$ cat config.mk
export PLATFORM = sky130hd
export DESIGN_NAME = ssd_scanner_flat
export DESIGN_NICKNAME = d
export VERILOG_FILES = /design/src/rtl/ssd_scanner_if.sv /design/src/rtl/ssd_scanner.sv /design/src/flat_wrapper.sv
export SDC_FILE = /design/constraint.sdc
export NUM_CORES = 1
export LEC_CHECK = 0
export CAP_MARGIN = 10
export CORE_UTILIZATION = 56
export CTS_BUF_LIST = sky130_fd_sc_hd__clkbuf_16
export DETAILED_ROUTE_END_ITERATION = 10
export GPL_TIMING_DRIVEN = 0
export MAX_ROUTING_LAYER = met4
export PLACE_DENSITY_LB_ADDON = 0.15
export SYNTH_ARGS = -nofsm -noshare
export SYNTH_HDL_FRONTEND = slang
export SYNTH_SLANG_ARGS = --single-unit
$ cat constraint.sdc
create_clock -name clk -period 2.4 [get_ports clk]
set_input_delay 0.48 -clock clk [delete_from_list [all_inputs] [get_ports clk]]
set_output_delay 0.48 -clock clk [all_outputs]
set_load 0.05 [all_outputs]
$ cat src/rtl/ssd_scanner_if.sv
// Display-side bundle of the seven-segment scanner: the value/load request from
// the producer and the registered scan outputs toward the digit drivers.
interface ssd_scanner_if;
    logic [15:0] value;
    logic        load;
    logic [3:0]  nibble;
    logic [3:0]  an;
    logic [1:0]  digit_idx;
    logic        frame;
    logic        busy;

    modport master (
        output value, load,
        input  nibble, an, digit_idx, frame, busy
    );

    modport slave (
        input  value, load,
        output nibble, an, digit_idx, frame, busy
    );
endinterface

$ cat src/rtl/ssd_scanner.sv
// Four-digit multiplexed hex display scanner with tear-free double buffering
// (new values take effect only at a frame boundary) and optional leading-zero blanking.
module ssd_scanner #(
    parameter int REFRESH_DIV = 100000,
    parameter bit LZ_BLANK    = 1'b1
) (
    input  logic          clk,
    input  logic          reset,
    ssd_scanner_if.slave  bus
);

    localparam int                CNT_W   = (REFRESH_DIV > 2) ? $clog2(REFRESH_DIV) : 1;
    localparam logic [CNT_W-1:0] CNT_MAX = CNT_W'(REFRESH_DIV - 1);

    logic [CNT_W-1:0] cnt_q, cnt_d;
    logic [1:0]       digit_idx_q, digit_idx_d;
    logic [15:0]      pending_q, pending_d;
    logic [15:0]      shown_q, shown_d;
    logic             busy_q, busy_d;
    logic             frame_q, frame_d;
    logic [3:0]       nibble_q, nibble_d;
    logic [3:0]       an_q, an_d;

    logic tick;
    logic wrap;

    function automatic logic [3:0] digit_of(input logic [15:0] v, input logic [1:0] idx);
        logic [3:0] d;
        case (idx)
            2'd0:    d = v[3:0];
            2'd1:    d = v[7:4];
            2'd2:    d = v[11:8];
            default: d = v[15:12];
        endcase
        return d;
    endfunction

    // Digit 0 always stays lit so a zero value still shows a single "0".
    function automatic logic leading_zero(input logic [15:0] v, input logic [1:0] idx);
        logic z;
        case (idx)
            2'd0:    z = 1'b0;
            2'd1:    z = (v[15:4] == 12'h000);
            2'd2:    z = (v[15:8] == 8'h00);
            default: z = (v[15:12] == 4'h0);
        endcase
        return z;
    endfunction

    always_comb begin
        tick        = (cnt_q == CNT_MAX);
        wrap        = tick && (digit_idx_q == 2'd3);
        cnt_d       = tick ? '0 : cnt_q + 1'b1;
        digit_idx_d = tick ? digit_idx_q + 2'd1 : digit_idx_q;

        shown_d   = shown_q;
        pending_d = pending_q;
        busy_d    = busy_q;
        if (wrap && busy_q) begin
            shown_d = pending_q;
            busy_d  = 1'b0;
        end
        // A load on the wrap tick lands after the swap: the older pending is shown,
        // the new value waits for the following frame.
        if (bus.load) begin
            pending_d = bus.value;
            busy_d    = 1'b1;
        end

        frame_d = wrap;

        // NOTE: nibble/an are derived from the next-state index and buffer so the
        // registered outputs line up with digit_idx in the same cycle.
        nibble_d = digit_of(shown_d, digit_idx_d);
        if (LZ_BLANK && leading_zero(shown_d, digit_idx_d))
            an_d = 4'b1111;
        else
            an_d = ~(4'b0001 << digit_idx_d);
    end

    // NOTE: sequential state uses non-blocking assignments only; the reset here is
    // synchronous, so it is sampled like any other input on the rising edge.
    always_ff @(posedge clk) begin
        if (reset) begin
            cnt_q       <= '0;
            digit_idx_q <= 2'd0;
            pending_q   <= 16'h0000;
            shown_q     <= 16'h0000;
            busy_q      <= 1'b0;
            frame_q     <= 1'b0;
            nibble_q    <= 4'h0;
            an_q        <= 4'b1110;
        end else begin
            cnt_q       <= cnt_d;
            digit_idx_q <= digit_idx_d;
            pending_q   <= pending_d;
            shown_q     <= shown_d;
            busy_q      <= busy_d;
            frame_q     <= frame_d;
            nibble_q    <= nibble_d;
            an_q        <= an_d;
        end
    end

    assign bus.nibble    = nibble_q;
    assign bus.an        = an_q;
    assign bus.digit_idx = digit_idx_q;
    assign bus.frame     = frame_q;
    assign bus.busy      = busy_q;

endmodule

$ cat src/flat_wrapper.sv
// flat-port wrapper written by rule: the top's interface ports become plain ports
module ssd_scanner_flat 
#(
    parameter int REFRESH_DIV = 100000,
    parameter bit LZ_BLANK    = 1'b1
)
  (clk, reset, bus_value, bus_load, bus_nibble, bus_an, bus_digit_idx, bus_frame, bus_busy);
  ssd_scanner_if bus_i ();
  input  logic clk;
  input  logic reset;
  input wire logic [$bits(bus_i.value)-1:0] bus_value;
  input wire logic [$bits(bus_i.load)-1:0] bus_load;
  output wire logic [$bits(bus_i.nibble)-1:0] bus_nibble;
  output wire logic [$bits(bus_i.an)-1:0] bus_an;
  output wire logic [$bits(bus_i.digit_idx)-1:0] bus_digit_idx;
  output wire logic [$bits(bus_i.frame)-1:0] bus_frame;
  output wire logic [$bits(bus_i.busy)-1:0] bus_busy;
  assign bus_i.value = bus_value;
  assign bus_i.load = bus_load;
  assign bus_nibble = bus_i.nibble;
  assign bus_an = bus_i.an;
  assign bus_digit_idx = bus_i.digit_idx;
  assign bus_frame = bus_i.frame;
  assign bus_busy = bus_i.busy;
  ssd_scanner #(.REFRESH_DIV(REFRESH_DIV), .LZ_BLANK(LZ_BLANK)) u_core (.clk(clk), .reset(reset), .bus(bus_i));
endmodule
# == Yosys cells after proc, flatten, opt, wreduce, memory -nomap -nowiden ==
# Index checks and enable logic that the tools add are counted.
# totals
in_bits,19
regBits,61
out_inout_bits,12
elab_cells,33
# classes
n_eq_ne,4
n_shift,1
bitwise_logic,1
n_addsub,2
reduce_logical,9
n_mux,7
# op_table
op,count
$add 17x1->17 const B,1
$eq 17x17->1 const B,1
$mux 16,1
$logic_not 12->1,1
$pmux 4 s3,1
$logic_not 8->1,1
$eq 2x2->1 const B,2
$logic_not 4->1,1
$not 4->4,1
$reduce_or 2->1,2
$shl 1x2->4 const A,1
$mux 1,3
$pmux 1 s3,1
$add 2x1->2 const B,1
$eq 2x1->1 const B,1
$logic_and 1x1->1,2
$logic_not 2->1,1
$mux 2,1
$reduce_bool 2->1,1

# == Depth between registers and ports, before layout ==
# depth
ltp_word,7
mapped_depth,8
mapped_depth_nobuf,6

# == Least setup slack after synthesis ==
# No wires, ideal clock.
# synth_timing
kind,register to register
startpoint,register u_core.digit_idx_q[1] (netlist: u_core.bus.digit_idx[1])
endpoint,register u_core.nibble_q[3] (netlist: u_core.bus.nibble[3])
period_less_slack_ns,2.192
t_arrival_ns,2.121
n_path_buf,2
setup_ns,0.070
slack_ns,0.208
path_stages_with_launch,9
required_ns,2.330
cell_sequence,dfxtp_1 > ha_1 > and2_1 > clkbuf_1 > clkbuf_1 > nand2_1 > a41oi_1 > o311ai_0 > o2bb2ai_1
# synth_between
elab_chain_len,5
word_cells_on_any_way,10
classes_between,1 x add/sub; 3 x eq/ne; 3 x mux; 3 x reduce/logical
# synth_lines
element,line,source
"start, declared",ssd_scanner.sv:16,"logic [1:0] digit_idx_q, digit_idx_d;"
"start signal, assigned",ssd_scanner.sv:95,digit_idx_q <= digit_idx_d;
branches (longest 4 deep; another with $add 2x1->2),n/a,
$pmux 4 s3 (*),ssd_scanner.sv:29,case (idx)
"end signal, assigned",ssd_scanner.sv:100,nibble_q <= nibble_d;
"end, declared",ssd_scanner.sv:21,"logic [3:0] nibble_q, nibble_d;"
# Mark *: on every way between the ends.
# A chain may end at the register's enable or synchronous reset.

# == Final worst setup path ==
# layout_timing
startpoint,register u_core.cnt_q[5]
endpoint,register u_core.nibble_q[1] (netlist: u_core.bus.nibble[1])
# layout_between
elab_chain_len,5
word_cells_on_any_way,9
classes_between,3 x eq/ne; 3 x mux; 3 x reduce/logical
# layout_lines
element,line,source
"start, declared",ssd_scanner.sv:15,"logic [CNT_W-1:0] cnt_q, cnt_d;"
"start signal, assigned",ssd_scanner.sv:94,cnt_q <= cnt_d;
$eq 17x17->1 (*),ssd_scanner.sv:51,tick = (cnt_q == CNT_MAX);
$logic_and 1x1->1,ssd_scanner.sv:52,wrap = tick && (digit_idx_q == 2'd3);
$logic_and 1x1->1,ssd_scanner.sv:59,if (wrap && busy_q) begin
$mux 16,ssd_scanner.sv:59,
$pmux 4 s3 (*),ssd_scanner.sv:29,
# Mark *: on every way between the ends. The rest lies on a longest branch, timed or not.

==> results.cfg <==
[run_status]
status = completed

[setup_path]
crit_type = reg2reg
worst-path-max-fanout = 10
r2r_cells = 7
cp-end-kind = flip-flop
arrival_ps = 2620
reg2reg_from = u_core.cnt_q[5]$_SDFF_PP0_
max_stage_delay_ps = 580
slowest_stage = or4bb_1
critPathRequiredTime_ps = 2660
rrSetupSlack_ps = 30
path_buf_inv = 2
rr_endpoint = u_core.bus.nibble[1]$_SDFF_PP0_
cp_top_family = simple AND/OR/NAND/NOR gates
crit_chain = or4bb_1 -> nor4_4 -> buf_4 -> clkbuf_4 -> mux2i_1 -> nand3_1 -> o2bb2ai_1
start_kind = flip-flop

[drt]
ant_nets = 0
wl_um = 7140
via_per_inst = 5.87
drc_errors = 0
vias = 2618
first_pass_iters = 5
drt-initial-drc-count = 279
wl_per_cell_um = 16.0

[synth]
synth-seq-area-share_pct = 42.6
syn_nets = 351
synth_edf_count = 0
ys_warn_count = 0
syn_area_um2 = 2870
syn_inst = 330
netlist-cell-type-count = 45
async_flop_share_pct = 0
ys.flop_type = dfxtp_1
synth_area_per_cell_um2 = 8.68
synth_seq_cells = 61

[pwr]
pwr-share-comb_pct = 4.6
power_frac_seq_pct = 44.1
power.density_nw_per_um2 = 671
ir_drop_mv = 0.644
internal-power_mw = 1.88
switching_share_pct = 21.8
switching_power_mw = 0.525
leakagePower_nw = 1.36
total_power_mw = 2.40
clkPwrFrac_pct = 51.3

[floorplanning]
rows = 25
ioPinCount = 31
chipWidth_um = 73.5
coreArea_um2 = 4820
die_y_um = 73.5
die_area_um2 = 5410
start_util_pct = 59.5

[timing]
slew_headroom_pct = 49.5
clock_skew_ps = 5.52
hold_ws_ps = 459
worst_pin_slew_ps = 758
post-route-period-util_pct = 98.6
maxSlewViolCount = 0
max_freq_mhz = 423
hold_viol = 0
setup_viol_count_final = 0
rsz0062_at_grt = true
fin_crit_ps = 2370

[placed_design]
io_buffers = 29
place_congestion = 0.967
dpl.hpwl_um = 4660

[hold_path]
hp-start = u_core.cnt_q[0]$_SDFF_PP0_
hold_class = reg2reg
min_path_cells = 1
whs_endpoint = u_core.cnt_q[0]$_SDFF_PP0_

[grt]
grt_pass1_vias = 2344
grt_pass1_wl_um = 11400
antenna_found_initial = 0
grtUsageTotal_pct = 29.7
grt_max_degree = 11
grt_overflow = 0

[clocking]
cts_root_buf = clkbuf_16
clk_pin_slew_ps = 50
clock_sinks = 61
cts_made_buffers = 9
clockBufferDepth = 2
cts_tree = yes
htreeDepth = 3
clock_latency_ps = 330

[cells_and_area]
antenna_cells = 0
area_growth_pct = 25.0
drive_gt1_share_pct = 10.0
finalNetCount = 395
layout_common_cells = dfxtp_1, nand2_1, nor2_1
final_common_cell = dfxtp_1

[run]
max_cap_violations = 0
==> cells by family (layout without fill, tap and decap cells) <==
| group | count (synthesis) | after routing | synth area share, % |
|---|---|---|---|
| multiplexers | 31 | 31 | 12.6 |
| AND/OR/NAND/NOR | 156 | 156 | 26.6 |
| XOR/XNOR | 16 | 16 | 4.89 |
| AO/OA/AOI/OAI | 39 | 39 | 8.78 |
| adder cells (fa/ha/maj) | 2 | 2 | 0.873 |
| buffers and inverters | 25 | 74 | 3.62 |
| flip-flops | 61 | 61 | 42.6 |
==> per-layer routing <==
layer	GRT usage [%]	routed length (µm)
met3	10.0	622
met1	37.6	3100
met4	9.83	77
met2	44.5	3340
met5	-	0
==> cell type report <==
type	instances	area, µm²
multi-input combinational	244	1560
fill	400	1240
sequential	61	1220
timing repair buffer	34	328
clock buffer	9	225
buffer	18	83.8
tap	67	83.8
clock inverter	7	58.8
inverter	6	22.5
==> worst max path at each step <==
| stage | from | endpoint | slack (ps) | depth (start not counted) |
|---|---|---|---|---|
| floorplan | u_core.bus.digit_idx[1]$_SDFF_PP0_ | u_core.bus.nibble[3]$_SDFF_PP0_ | 210 | 8 |
| CTS | u_core.cnt_q[0]$_SDFF_PP0_ | u_core.bus.an[3]$_SDFF_PP1_ | 60 | 7 |
| detailed placement | u_core.cnt_q[0]$_SDFF_PP0_ | u_core.bus.nibble[3]$_SDFF_PP0_ | -210 | 6 |
| global route | u_core.cnt_q[5]$_SDFF_PP0_ | u_core.shown_q[9]$_SDFF_PP0_ | -50 | 8 |
| finish | u_core.cnt_q[5]$_SDFF_PP0_ | u_core.bus.nibble[1]$_SDFF_PP0_ | 30 | 7 |
| global placement | u_core.cnt_q[0]$_SDFF_PP0_ | u_core.bus.nibble[3]$_SDFF_PP0_ | -200 | 6 |
==> metrics by stage <==
stage | instance area [µm²] | setup slack [ps] | util [%] | setup TNS [ps] | cells
5_1_grt | 3580 | -53.3 | 74.3 | -101 | 446
2_1_floorplan | 2870 | 208 | - | 0 | 330
3_3_place_gp | 3240 | -201 | 67.2 | -452 | 426
3_5_place_dp | 3240 | -208 | 67.2 | -494 | 426
6_report | 3580 | 33.5 | 74.3 | 0 | 446
4_1_cts | 3560 | 64.3 | 73.9 | 0 | 445
==> state kept, by name, indices dropped and copies added, names as in the netlist <==
name and cells:
u_core.cnt_q 17, u_core.bus.digit_idx 2, u_core.pending_q 16, u_core.bus.nibble 4, u_core.bus.frame 1, u_core.bus.busy 1, u_core.shown_q 16, u_core.bus.an 4
==> timing repair <==
action                     in CTS  in global routing
hold buffers                    0                  0
cloned                          0                  0
buffers inserted                3                  2
setup endpoints to repair      14                 13
pin swaps                       1                  1
gates resized for setup         3                  5
==> cell usage after synthesis (3+ instances only) <==
| master | n | area share (%) |
|---|---|---|
| dfxtp_1 | 61 | 43 |
| nand2_1 | 59 | 7.7 |
| nor2_1 | 43 | 5.6 |
| mux2i_1 | 26 | 9.1 |
| a21oi_1 | 20 | 3.5 |
| nand3_1 | 14 | 2.4 |
| clkbuf_1 | 13 | 1.7 |
| nor3_1 | 11 | 1.9 |
| xnor2_1 | 8 | 2.4 |
| xor2_1 | 8 | 2.4 |
| inv_1 | 6 | 0.79 |
| buf_2 | 5 | 0.87 |
| nor4_1 | 5 | 1.1 |
| mux4_1 | 3 | 2.8 |
| nand4b_1 | 3 | 0.92 |
| o21ai_0 | 3 | 0.52 |
| o311ai_0 | 3 | 0.92 |
==> power by group through the flow <==
stage	Clock, mW	Sequential, mW	Combinational, mW
2_1_floorplan	0	1.08	0.0600
3_3_place_gp	0	1.08	0.106
3_5_place_dp	0	1.08	0.110
4_1_cts	1.24	1.06	0.111
5_1_grt	1.27	1.06	0.123
6_report	1.23	1.06	0.111
(Power assumes the default switching activity.)
